## src/rtl/pc_sequencer.sv

```systemverilog
// PC sequencer: owns the architectural PC, fetches through a req/ack port and traps on fetch timeouts.
// Define PC_SEQ_MISALIGN_TRAP_EN to trap on targets with bit 1 set; otherwise targets are word-aligned silently.
module pc_sequencer #(
    parameter logic [31:0] RESET_PC      = 32'h0000_0000,
    parameter logic [31:0] TRAP_VEC      = 32'h0000_0100,
    parameter int          FETCH_TIMEOUT = 16,
    parameter int          TO_W          = 8
) (
    input  logic        clk,
    input  logic        rst_n,
    input  logic [1:0]  pcsrc,
    input  logic [31:0] imm,
    input  logic [31:0] rs1_data,
    input  logic        commit,
    output logic        imem_req,
    output logic [31:0] imem_addr,
    input  logic        imem_ack,
    input  logic [31:0] imem_rdata,
    output logic        instr_valid,
    output logic [31:0] instr,
    output logic [31:0] pc,
    output logic [31:0] pc_plus4,
    output logic        trap,
    output logic [1:0]  trap_cause,
    output logic [31:0] trap_pc,
    input  logic        trap_clr
);

    typedef enum logic [1:0] {
        S_IDLE  = 2'd0,
        S_FETCH = 2'd1,
        S_EXEC  = 2'd2,
        S_TRAP  = 2'd3
    } state_t;

    localparam logic [TO_W-1:0] TO_LIM = TO_W'(FETCH_TIMEOUT);
    localparam bit              TO_EN  = (FETCH_TIMEOUT != 0);

    localparam logic [1:0] CAUSE_NONE     = 2'b00;
    localparam logic [1:0] CAUSE_MISALIGN = 2'b01;
    localparam logic [1:0] CAUSE_TIMEOUT  = 2'b10;

    state_t         state_q, state_d;
    logic [31:0]    pc_q, pc_d;
    logic           req_q, req_d;
    logic           valid_q, valid_d;
    logic [31:0]    instr_q, instr_d;
    logic           trap_q, trap_d;
    logic [1:0]     cause_q, cause_d;
    logic [31:0]    tpc_q, tpc_d;
    logic [TO_W-1:0] cnt_q, cnt_d;

    logic [TO_W-1:0] cnt_inc;
    logic [31:0]    target_raw;
    logic [31:0]    target;
    logic           misalign;

    assign pc_plus4 = pc_q + 32'd4;
    assign cnt_inc  = cnt_q + TO_W'(1);

    // Candidate next PC; reserved code 11 falls back to sequential flow.
    always_comb begin
        target_raw = pc_plus4;
        case (pcsrc)
            2'b01:   target_raw = pc_q + imm;
            2'b10:   target_raw = (rs1_data + imm) & ~32'd1;
            default: target_raw = pc_plus4;
        endcase
    end

`ifdef PC_SEQ_MISALIGN_TRAP_EN
    assign misalign = target_raw[1];
    assign target   = target_raw;
`else
    assign misalign = 1'b0;
    assign target   = target_raw & ~32'd3;
`endif

    always_comb begin
        state_d = state_q;
        pc_d    = pc_q;
        req_d   = req_q;
        valid_d = valid_q;
        instr_d = instr_q;
        trap_d  = trap_q;
        cause_d = cause_q;
        tpc_d   = tpc_q;
        cnt_d   = cnt_q;

        case (state_q)
            S_IDLE: begin
                state_d = S_FETCH;
                req_d   = 1'b1;
                cnt_d   = '0;
            end
            S_FETCH: begin
                // An ack in the limit cycle takes priority over the timeout.
                if (imem_ack) begin
                    instr_d = imem_rdata;
                    cnt_d   = '0;
                    req_d   = 1'b0;
                    valid_d = 1'b1;
                    state_d = S_EXEC;
                end else if (TO_EN && (cnt_inc == TO_LIM)) begin
                    cnt_d   = '0;
                    req_d   = 1'b0;
                    trap_d  = 1'b1;
                    cause_d = CAUSE_TIMEOUT;
                    tpc_d   = pc_q;
                    state_d = S_TRAP;
                end else begin
                    cnt_d = cnt_inc;
                end
            end
            S_EXEC: begin
                if (commit) begin
                    valid_d = 1'b0;
                    if (misalign) begin
                        trap_d  = 1'b1;
                        cause_d = CAUSE_MISALIGN;
                        tpc_d   = target;
                        state_d = S_TRAP;
                    end else begin
                        pc_d    = target;
                        req_d   = 1'b1;
                        state_d = S_FETCH;
                    end
                end
            end
            S_TRAP: begin
                if (trap_clr) begin
                    pc_d    = TRAP_VEC;
                    trap_d  = 1'b0;
                    cause_d = CAUSE_NONE;
                    req_d   = 1'b1;
                    cnt_d   = '0;
                    state_d = S_FETCH;
                end
            end
            default: state_d = S_IDLE;
        endcase
    end

    always_ff @(posedge clk or negedge rst_n) begin
        if (!rst_n) begin
            state_q <= S_IDLE;
            pc_q    <= RESET_PC;
            req_q   <= 1'b0;
            valid_q <= 1'b0;
            instr_q <= 32'd0;
            trap_q  <= 1'b0;
            cause_q <= CAUSE_NONE;
            tpc_q   <= 32'd0;
            cnt_q   <= '0;
        end else begin
            state_q <= state_d;
            pc_q    <= pc_d;
            req_q   <= req_d;
            valid_q <= valid_d;
            instr_q <= instr_d;
            trap_q  <= trap_d;
            cause_q <= cause_d;
            tpc_q   <= tpc_d;
            cnt_q   <= cnt_d;
        end
    end

    assign imem_req    = req_q;
    assign imem_addr   = pc_q;
    assign instr_valid = valid_q;
    assign instr       = instr_q;
    assign pc          = pc_q;
    assign trap        = trap_q;
    assign trap_cause  = cause_q;
    assign trap_pc     = tpc_q;

endmodule

```

## config.mk

```make
export PLATFORM = sky130hd
export DESIGN_NAME = pc_sequencer
export DESIGN_NICKNAME = d
export VERILOG_FILES = /design/src/rtl/pc_sequencer.sv
export SDC_FILE = /design/constraint.sdc
export NUM_CORES = 1
export LEC_CHECK = 0
export BUFFER_PORTS_ARGS = -buffer_cell sky130_fd_sc_hd__buf_2
export CORE_MARGIN = 2
export CORE_UTILIZATION = 44
export DETAILED_ROUTE_END_ITERATION = 8
export GPL_TIMING_DRIVEN = 0
export PLACE_DENSITY = 0.81
export SYNTH_ARGS = -nofsm -noshare
export SYNTH_HDL_FRONTEND = slang
export SYNTH_SLANG_ARGS = --single-unit
```

## constraint.sdc

```tcl
create_clock -name clk -period 9.1 [get_ports clk]
set_clock_uncertainty 0.1 [all_clocks]
set_input_delay 0.91 -clock clk [delete_from_list [all_inputs] [get_ports clk]]
set_output_delay 0.91 -clock clk [all_outputs]
set_load 0.05 [all_outputs]
```

==> tab_implementation.tex <==
\begin{tabular}{lr}
\hline
Metric & Value \\
\hline
\multicolumn{2}{l}{\textbf{Pwr}} \\
Comb pwr share & 62.0\% \\
Register share of total power & between 20\% and 30\% \\
Internal power summed over all cells & 1.357 mW \\
Total leakage power & about 5.3 nW \\
Switching pwr & around 1.7 mW \\
Net switching fraction of the power & between 50\% and 60\% \\
Peak VDD IR & around 0.00024 V \\
Post-layout power & 3.056 mW \\
Part of the total power dissipated in the clock network & between 10 and 15\% \\
Power per standard cell area & slightly above 300 nW/um2 \\
\multicolumn{2}{l}{\textbf{Synth}} \\
Fraction of synthesized cell area in xor and xnor cells & under 10\% \\
Sequential-to-total area share from yosys stat & 32.17\% \\
Proportion of synthesized area in mux cells & 8.869\% \\
Dominant combinational cell family by area after synthesis & compound AO/OA/AOI/OAI gates \\
Post-synth top area cell & dfrtp\_1 \\
Dominant cell by count in the synthesized netlist & dfrtp\_1 \\
Area fraction in and, or, nand and nor cells after synthesis & a little over an eighth \\
Ys flop type & dfrtp\_1 \\
Share of the synthesized area in the top cell type & 32.17\% \\
Syn Inst Count & 890 \\
\#FFs+latches synth & roughly 110 \\
Post-Synth Adder-Cell Area & between 9 and 10\% \\
Mean instance size in the synthesized netlist & between 9 and 10 um2 \\
Leading cell types by total area after synthesis & dfrtp\_1, ha\_1, mux2\_2 \\
EDFF count, synth & 0 \\
Cell types with the highest counts after synthesis & dfrtp\_1, nand2\_1, ha\_1, mux2\_2 \\
Netlist cell types & 69 \\
Compound-cell area share of the yosys netlist & between 20 and 25\% \\
Fraction of registers with async set or reset after synthesis & 100.0\% \\
Area of the mapped netlist & just over 8000 um2 \\
Count of yosys warnings during synthesis & 0 \\
\multicolumn{2}{l}{\textbf{Clock tree}} \\
Clock-pin slew on the worst setup and hold paths & about 0.08 ns \\
TritonCTS clock tree & done \\
Clock tree buffer depth & 2 \\
Total CTS buffers & 9 \\
Hold-fix buffers at CTS & 0 \\
Post-CTS repair timing setup buffer count & 0 \\
Maximum level of the CTS H-tree & 3 \\
Clock latency reported for the late side of the worst-skew pair & $\sim$0.35 ns \\
Number of instances resized during post-cts repair & 0 \\
CTS Sinks & about 110 \\
Clock tree root driver cell & clkbuf\_16 \\
\multicolumn{2}{l}{\textbf{Global routing}} \\
Met1 capacity usage during global routing & about a third \\
Met2 Track Usage GR & 42.05\% \\
All-Layer GR Usage & between 20\% and 30\% \\
Highest-utilization routing layer at the global route stage & met2 \\
Antenna violations before repair & 0 \\
Maximum number of pins on one net before global-route repair & 65 \\
Total congestion overflow & 0 \\
Wire length of the first global-routing pass & 39.02 mm \\
Number of global-route vias before repair & 7601 \\
Met3 global-route usage & under 10\% \\
\multicolumn{2}{l}{\textbf{Floorplanning}} \\
Die Y-Extent & 140.2 um \\
Area inside the core boundary & approximately 18000 um2 \\
FP Rows & 49 \\
Starting density of the core & between 40\% and 50\% \\
Number of placed I/O pins & $\sim$270 \\
Die extent in x & 140.2 um \\
Area of the die & about 20000 um2 \\
\multicolumn{2}{l}{\textbf{Place}} \\
Gpl congestion & between 0.9 and 1 \\
IO Port Bufs & 258 \\
Cells after DPL & 1386 \\
Total half-perimeter wirelength after legalization and detailed placement & 20.02 mm \\
\multicolumn{2}{l}{\textbf{Setup path}} \\
Max FO, Critical Path & 10 \\
Cell depth of the worst setup path & 10 \\
Reg2reg setup slack & 5.25 ns \\
Critical path launch point & imem\_addr[2] \\
Required time of the critical path & 8.09 ns \\
Critical path class & reg -> out \\
Largest delay contributor family on the critical path & simple AND/OR/NAND/NOR gates \\
Critical Path Source Type & flip-flop \\
Longest individual stage delay on the worst path & 0.58 ns \\
Critical Path Sink Type & output pin \\
Cell repeated most along the worst path & nand3\_1 \\
Cell-by-cell listing of the critical path & ha\_1 > and4\_1 > nand3\_1 > or2\_2 > clkbuf\_1 > nor2\_1 > and3\_1 > nand3\_1 > xnor2\_1 > buf\_2 \\
Data arrival time of the critical path & approximately 3.5 ns \\
Worst Reg-to-Reg Cells & 13 \\
Buf+Inv Stages, Crit Path & 2 \\
Reg-to-Reg Start & imem\_addr[2] \\
Slowest stage cell, crit path & dfrtp\_1 \\
Worst Setup EP & pc\_plus4[24] \\
Crit Reg-Reg Endpoint & imem\_addr[26] \\
\multicolumn{2}{l}{\textbf{Status}} \\
Outcome & completed \\
\multicolumn{2}{l}{\textbf{STA}} \\
Setup TNS & 0 ns \\
Number of hold violations in the final report & 0 \\
Fin. max-slew vios & 0 \\
Time the worst path needs with I/O delays and setup & approximately 4.5 ns \\
Setup-violating endpoint count in the final report & 0 \\
Fraction of the cycle the final worst path needs & 49.45\% \\
Measured slew at the worst slew-check pin & roughly 1.1 ns \\
RSZ-0062 raised after global routing & false \\
Slew margin rel. & roughly 27\% \\
Maximum clock frequency & about 220 MHz \\
\multicolumn{2}{l}{\textbf{Routing}} \\
Vias after detailed routing & 7927 \\
Post-route ant nets & 0 \\
Detailed-route wire length per cell & around 18 um \\
Via-to-Cell Ratio & 5.654 \\
Post-detailed-route DRC marker count & 0 \\
Number of iterations in the first detailed-routing pass & 5 \\
DRT Wirelength & roughly 25 mm \\
DRC violation total after the first TritonRoute iteration & around 470 \\
\multicolumn{2}{l}{\textbf{Finish}} \\
Area growth syn-to-layout & 23.70\% \\
Final core area utilization & about 56\% \\
Layout Nets & 1335 \\
Number of antenna diodes & 0 \\
Final cell count without fillers & around 1400 \\
Fraction of final layout cells with drive strength greater than 1 & between 30\% and 40\% \\
\multicolumn{2}{l}{\textbf{Min path}} \\
Hold Crit Class & reg -> reg \\
\multicolumn{2}{l}{\textbf{Flow run}} \\
Number of maximum-capacitance violations & 0 \\
\hline
\end{tabular}
==> through the flow <==
step	hold slack [ns]	setup slack (ns)	instance area, um2
5_1_grt	0.4141	4.419	10100
4_1_cts	0.3909	4.614	10100
6_report	0.3903	4.600	10100
3_3_place_gp	0.3577	4.777	9776
3_5_place_dp	0.3719	4.738	9806
2_1_floorplan	0.3774	4.742	8198
==> power by group through the flow <==
stage / clock network (mW) / logic [mW] / registers (mW)
detailed placement: 0 / 1.88 / 0.777
CTS: 0.400 / 1.89 / 0.768
finish: 0.392 / 1.89 / 0.770
global route: 0.417 / 2.01 / 0.787
floorplan: 0 / 1.05 / 1.14
global placement: 0 / 1.85 / 0.766
==> final cells by class <==
class                           instances  area [um2]
Fill cell                            1626        7983
Timing Repair Buffer                  259        1321
Sequential cell                       105        2628
Buffer                                 78       444.2
Clock buffer                            9       225.2
Tap cell                              229       286.5
Clock inverter                          7       72.57
Multi-Input combinational cell        697        5059
Inverter                               18       67.56
==> sequential cells by signal (all words and copies together), names as in the netlist <==
name         count
instr           32
imem_addr       30
trap_pc         30
cnt_q            8
state_q          2
imem_req         1
instr_valid      1
trap_cause       1
==> tightest hold or removal path, stage by stage (launching register included) <==
cell and delay, ns:
dfrtp_1 0.35, nand2_1 0.05, nand2_1 0.06
==> placed cells by master (no fill, tap or decap), types with 5 or more instances in the layout <==
cell	instances
a21o_1	35
nand3b_1	5
buf_2	258
dfrtp_1	105
xnor2_1	49
o211ai_1	6
and2_1	5
inv_1	18
o31ai_1	13
or3_1	7
a211oi_1	5
o21a_1	5
a31oi_1	10
a21oi_1	55
nor3_1	6
a221oi_1	16
clkbuf_16	9
clkbuf_1	35
o21bai_1	5
buf_4	41
mux2_2	63
a22oi_1	7
xor2_1	32
nor3b_1	5
conb_1	9
nand4_1	10
nand2_1	74
nand2b_1	9
ha_1	63
nor2_1	55
nand3_1	28
o21ai_0	52
and3_1	14
==> worst min path at each step <==
stage | start | to | depth (start not counted)
after global routing | trap_pc[15] | trap_pc[15] | 1
after global placement | instr_valid | instr_valid | 2
final | instr_valid | instr_valid | 2
after detailed placement | instr_valid | instr_valid | 2
after CTS | instr_valid | instr_valid | 2
after floorplan | cnt_q[2] | cnt_q[2] | 1
==> kinds of logic after synthesis <==
group | count (synthesis)
compound gates | 246
simple gates | 233
flops | 105
buf+inv | 96
xor+xnor | 81
fa+ha+maj | 64
mux | 64
other cells | 1
==> layer usage <==
metal  routed length [um]  up-vias
li1                     -     3762
met1                10310     3718
met2                12010      390
met3                 2261       57
met4                  647        0
met5                    0        -
Power figures use the tool's default switching activity.
